**src/rtl/regwb_pkg.sv**
```systemverilog
// ============================================================================
// Module  : regwb_pkg
// Purpose : Shared constants for the register-file writeback arbiter.
// Rev     : 1.0 - initial release
// ============================================================================
`default_nettype none

package regwb_pkg;
  localparam int   REG_ADDR_W = 5;
  localparam logic [REG_ADDR_W-1:0] ZERO_REG = 5'd0;
  localparam int   DROP_CNT_W = 8;
  localparam logic REQ_ALU    = 1'b0;
  localparam logic REQ_MEM    = 1'b1;
endpackage

`default_nettype wire

```
**src/rtl/regdst_sel.sv**
```systemverilog
// ============================================================================
// Module  : regdst_sel
// Purpose : Destination register select, rt or rd chosen by regdst.
// Rev     : 1.0 - initial release
// ============================================================================
`default_nettype none

module regdst_sel
  import regwb_pkg::*;
(
  input  logic                  regdst_i,
  input  logic [REG_ADDR_W-1:0] rt_i,
  input  logic [REG_ADDR_W-1:0] rd_i,
  output logic [REG_ADDR_W-1:0] dst_o
);

  assign dst_o = regdst_i ? rd_i : rt_i;

endmodule

`default_nettype wire

```
**src/rtl/regwb_arbiter.sv**
```systemverilog
// ============================================================================
// Module  : regwb_arbiter
// Purpose : Round-robin arbiter of ALU/MEM writebacks into one RF write port.
// Rev     : 1.0 - initial release
// ============================================================================
`default_nettype none

module regwb_arbiter
  import regwb_pkg::*;
#(
  parameter int DATA_W        = 32,
  parameter bit ZERO_SUPPRESS = 1'b1
) (
  input  logic                  clk,
  input  logic                  rst,
  input  logic                  stall,
  input  logic                  req0_valid,
  input  logic                  req1_valid,
  output logic                  req0_ready,
  output logic                  req1_ready,
  input  logic [REG_ADDR_W-1:0] req0_rt,
  input  logic [REG_ADDR_W-1:0] req0_rd,
  input  logic [REG_ADDR_W-1:0] req1_rt,
  input  logic [REG_ADDR_W-1:0] req1_rd,
  input  logic                  req0_regdst,
  input  logic                  req1_regdst,
  input  logic [DATA_W-1:0]     req0_data,
  input  logic [DATA_W-1:0]     req1_data,
  output logic                  rf_we,
  output logic [REG_ADDR_W-1:0] rf_waddr,
  output logic [DATA_W-1:0]     rf_wdata,
  output logic                  last_grant,
  output logic [DROP_CNT_W-1:0] drop_cnt
);

  logic [REG_ADDR_W-1:0] w_dst0, w_dst1, w_dst;
  logic [DATA_W-1:0]     w_data;
  logic                  w_xfer, w_drop, w_gnt;

  logic                  rf_we_q,      rf_we_d;
  logic [REG_ADDR_W-1:0] rf_waddr_q,   rf_waddr_d;
  logic [DATA_W-1:0]     rf_wdata_q,   rf_wdata_d;
  logic                  last_grant_q, last_grant_d;
  logic [DROP_CNT_W-1:0] drop_cnt_q,   drop_cnt_d;

  regdst_sel u_sel0 (
    .regdst_i (req0_regdst),
    .rt_i     (req0_rt),
    .rd_i     (req0_rd),
    .dst_o    (w_dst0)
  );

  regdst_sel u_sel1 (
    .regdst_i (req1_regdst),
    .rt_i     (req1_rt),
    .rd_i     (req1_rd),
    .dst_o    (w_dst1)
  );

  // On contention the requester that did not win last time goes first.
  always_comb begin
    req0_ready = 1'b0;
    req1_ready = 1'b0;
    if (!rst && !stall) begin
      if (req0_valid && req1_valid) begin
        req0_ready = (last_grant_q == REQ_MEM);
        req1_ready = (last_grant_q == REQ_ALU);
      end else begin
        req0_ready = req0_valid;
        req1_ready = req1_valid;
      end
    end
  end

  assign w_xfer = req0_ready | req1_ready;
  assign w_gnt  = req1_ready ? REQ_MEM : REQ_ALU;
  assign w_dst  = req1_ready ? w_dst1 : w_dst0;
  assign w_data = req1_ready ? req1_data : req0_data;
  assign w_drop = w_xfer && ZERO_SUPPRESS && (w_dst == ZERO_REG);

  always_comb begin
    rf_we_d      = 1'b0;
    rf_waddr_d   = rf_waddr_q;
    rf_wdata_d   = rf_wdata_q;
    last_grant_d = last_grant_q;
    drop_cnt_d   = drop_cnt_q;
    if (w_xfer) begin
      last_grant_d = w_gnt;
      if (w_drop) begin
        if (drop_cnt_q != {DROP_CNT_W{1'b1}}) begin
          drop_cnt_d = drop_cnt_q + DROP_CNT_W'(1);
        end
      end else begin
        rf_we_d    = 1'b1;
        rf_waddr_d = w_dst;
        rf_wdata_d = w_data;
      end
    end
  end

  always_ff @(posedge clk or posedge rst) begin
    if (rst) begin
      rf_we_q      <= 1'b0;
      rf_waddr_q   <= '0;
      rf_wdata_q   <= '0;
      last_grant_q <= REQ_MEM;
      drop_cnt_q   <= '0;
    end else begin
      rf_we_q      <= rf_we_d;
      rf_waddr_q   <= rf_waddr_d;
      rf_wdata_q   <= rf_wdata_d;
      last_grant_q <= last_grant_d;
      drop_cnt_q   <= drop_cnt_d;
    end
  end

  assign rf_we      = rf_we_q;
  assign rf_waddr   = rf_waddr_q;
  assign rf_wdata   = rf_wdata_q;
  assign last_grant = last_grant_q;
  assign drop_cnt   = drop_cnt_q;

endmodule

`default_nettype wire

```
**config.mk**
```make
export PLATFORM = sky130hd
export DESIGN_NAME = regwb_arbiter
export DESIGN_NICKNAME = d
export VERILOG_FILES = /design/src/rtl/regwb_pkg.sv /design/src/rtl/regdst_sel.sv /design/src/rtl/regwb_arbiter.sv
export SDC_FILE = /design/constraint.sdc
export NUM_CORES = 1
export LEC_CHECK = 0
export BUFFER_PORTS_ARGS = -buffer_cell sky130_fd_sc_hd__buf_2
export CORE_MARGIN = 8
export CORE_UTILIZATION = 47
export CTS_CLUSTER_DIAMETER = 150
export DETAILED_ROUTE_END_ITERATION = 8
export GPL_ROUTABILITY_DRIVEN = 1
export GPL_TIMING_DRIVEN = 0
export PLACE_DENSITY_LB_ADDON = 0.3
export SLEW_MARGIN = 20
export SYNTH_ARGS = -nofsm -noshare
export SYNTH_HDL_FRONTEND = slang
export SYNTH_SLANG_ARGS = --single-unit
```
**constraint.sdc**
```tcl
create_clock -name clk -period 4.2 [get_ports clk]
set_clock_uncertainty 0.05 [all_clocks]
set_input_delay 1.05 -clock clk [delete_from_list [all_inputs] [get_ports clk]]
set_output_delay 1.05 -clock clk [all_outputs]
set_load 0.1 [all_outputs]
```
==> reports/results.txt <==
Number of library cell types mapped by synthesis - 39
Total setup buffers inserted after CTS - 0
Clock Path Buffers - 2
Synth Net Count - 361
Number of global-route vias before repair - 2474
Min Tclk post-route - 3.98 ns
Root buf cell - clkbuf_8
Die area - 0.00772 sq mm
Share of layout cells above drive strength 1 - 0.412
Final wirelength - 7320 um
Post-synth top flop - dfrtp_1
Post-Route Setup TNS - 0 ns
Die H - 87.8 um
Synth Register Bits - 47
Cell taking the most area after synthesis - dfrtp_1
Filler cell count - 433
CTS Sinks - 47
YS warnings - 0
I/O Buffers - 137
DP HPWL - 5850 um
WL per Instance - 15.1 um
Hold_ws - 0.438 ns
CP Capture Type - output port
Worst path slowest cell - buf_2
Clock transition at path regs - 0.08 ns
Clock latency at the later pin of the worst-skew pair - 0.29 ns
Startpoint Class - input port
TritonCTS clock tree - built
Placer Congestion - 0.794
Final Max Slew Viols - 0
Area grow syn2layout - 38.4%
Pre-Repair DR Iteration Count - 4
Die Wd - 87.8 um
Initial antenna violation count - 0
Post-synth EDFFs - 0
Post-cts gate resize count - 0
MaxCap Viol Count - 0
Max-slew headroom - 0.535
Outcome - finished clean
Worst slack at placement - 0.207 ns
1st-iter DRT viols - 66
Placeable Area - 0.00504 sq mm
Post-Place Cells - 477
Antenna diode count - 0
Gr ovfl total - 0
Largest cells by area after synthesis - dfrtp_1, nand2_1, a31oi_1, nor2_1, mux2_2
Largest net degree at the start of global routing - 31
Total GRT Usage - 0.186
# nets final - 506
Ys async rst share - 1.00
Vias per cell - 5.07
# IOs - 140
Hold Path Class - reg2reg
First-pass GRT wire length - 11400 um
Cell chain of the critical path - buf_2, a211o_1, or2_2, inv_2, clkbuf_1, buf_2
CTS buffer count - 5
CP max stage delay - 0.51 ns
# DRC - 0
LEAKAGE - 0.00170 uW
Mapped Area - 0.00243 sq mm
Crit Path Class - in2out
Sequential fraction of the synthesis area - 0.485
Final hold vios - 0
Site Rows - 26
Setup ws final - 0.218 ns
Final worst path period share - 0.948
Max VDD drop - 323 uV
Mean Syn Cell Area - 9.02 sq um
Total number of vias - 2459
Commonest non-fill, non-tap cells in the layout - buf_2, nand2_1, dfrtp_1
Cell count after synthesis - 269
Top-area cell type share of the netlist area - 0.474
Final setup vio count - 0
Initial Utilization - 0.481
RSZ-0062 raised after global routing - false
WP data arrival - 2.88 ns
Fmax achieved - 251 MHz
Commonest non-fill, non-tap cell in the layout - buf_2
Worst-margin pin slew - 0.690 ns
Post-CTS Hold Fix Bufs - 0
PwrDens - 523 mW/mm^2
Crit-path max FO - 10
Most frequent cell on the critical path - buf_2
H-tree depth - 2
Worst Path Required - 3.10 ns
Cell Count, Final, Fillers Out - 485
Antenna-violating nets left - 0
==> sequential cells by signal (all words and copies together) (netlist names) <==
signal and count:
last_grant 1, rf_we 1, rf_wdata 32, rf_waddr 5, drop_cnt 8
==> routing by layer <==
metal	global-route usage	part of all wire	vias up
met5	0	0	-
li1	-	-	1215
met4	0.0531	0.012	0
met3	0.0582	0.088	6
met2	0.313	0.50	90
met1	0.222	0.40	1148
==> logic make-up (layout without fill, tap and decap cells) <==
logic type,count (synthesis),count (layout),share of synthesized area
mux,12,12,0.0531
buf+inv,21,167,0.0490
compound gates,54,54,0.162
simple gates,129,129,0.227
xor+xnor,5,5,0.0180
flops,47,47,0.485
fa+ha+maj,1,1,0.00516
==> per-stage QoR <==
| step | total power, uW | instance area (sq um) | util |
|---|---|---|---|
| after floorplan | 1220 | 2430 | - |
| after global placement | 1370 | 3200 | 0.635 |
| after detailed placement | 1380 | 3220 | 0.639 |
| after CTS | 1770 | 3360 | 0.666 |
| after global routing | 1830 | 3360 | 0.666 |
| final | 1760 | 3360 | 0.666 |
==> area by class of cell <==
| class | instances | area, sq um | share of cell area |
|---|---|---|---|
| well taps | 70 | 87.6 | 0.0261 |
| clock inverters | 2 | 60.1 | 0.0179 |
| plain buffers | 16 | 100 | 0.0298 |
| inverters | 5 | 18.8 | 0.00559 |
| clock buffers | 6 | 72.6 | 0.0216 |
| multi-input cells | 201 | 1130 | 0.338 |
| repair buffers | 138 | 706 | 0.210 |
| flip-flops and latches | 47 | 1180 | 0.351 |
==> synth_stat cells (2+ instances only) <==
library cell,instances
nand3_1,2
a22o_1,3
mux2_2,6
inv_2,2
nor2_1,36
nor3_1,3
inv_1,3
mux2i_1,5
o21a_1,2
buf_6,5
clkbuf_1,9
or4b_1,2
nand2_1,75
o22ai_2,2
a31oi_1,33
xor2_1,5
dfrtp_1,46
nor2b_1,2
buf_2,2
o21ai_0,7
==> critical path: cells and delay by family <==
kind,cells,cell delay (ns)
AOI/OAI and AO/OA,1,0.34
and+or+nand+nor,1,0.33
buffers and inverters,4,1.16
==> worst paths after layout <==
check	from	endpoint	cells past startpoint	slack, ns
worst max-delay path	stall	req1_ready	6	0.22
worst max register to register	last_grant$_DFFE_PP1P_	rf_wdata[31]$_DFFE_PP0P_	8	1.94
worst min-delay path	last_grant$_DFFE_PP1P_	last_grant$_DFFE_PP1P_	2	0.44
worst min register to register	last_grant$_DFFE_PP1P_	last_grant$_DFFE_PP1P_	2	0.44
max in group asynchronous	rst	last_grant$_DFFE_PP1P_	3	2.83
min in group asynchronous	rst	drop_cnt[3]$_DFFE_PP0P_	2	0.71
==> power by group <==
part / internal (uW) / switching [uW]
Sequential: 523 / 38.6
Combinational: 142 / 667
Clock: 238 / 149
Power figures use the tool's default switching activity.
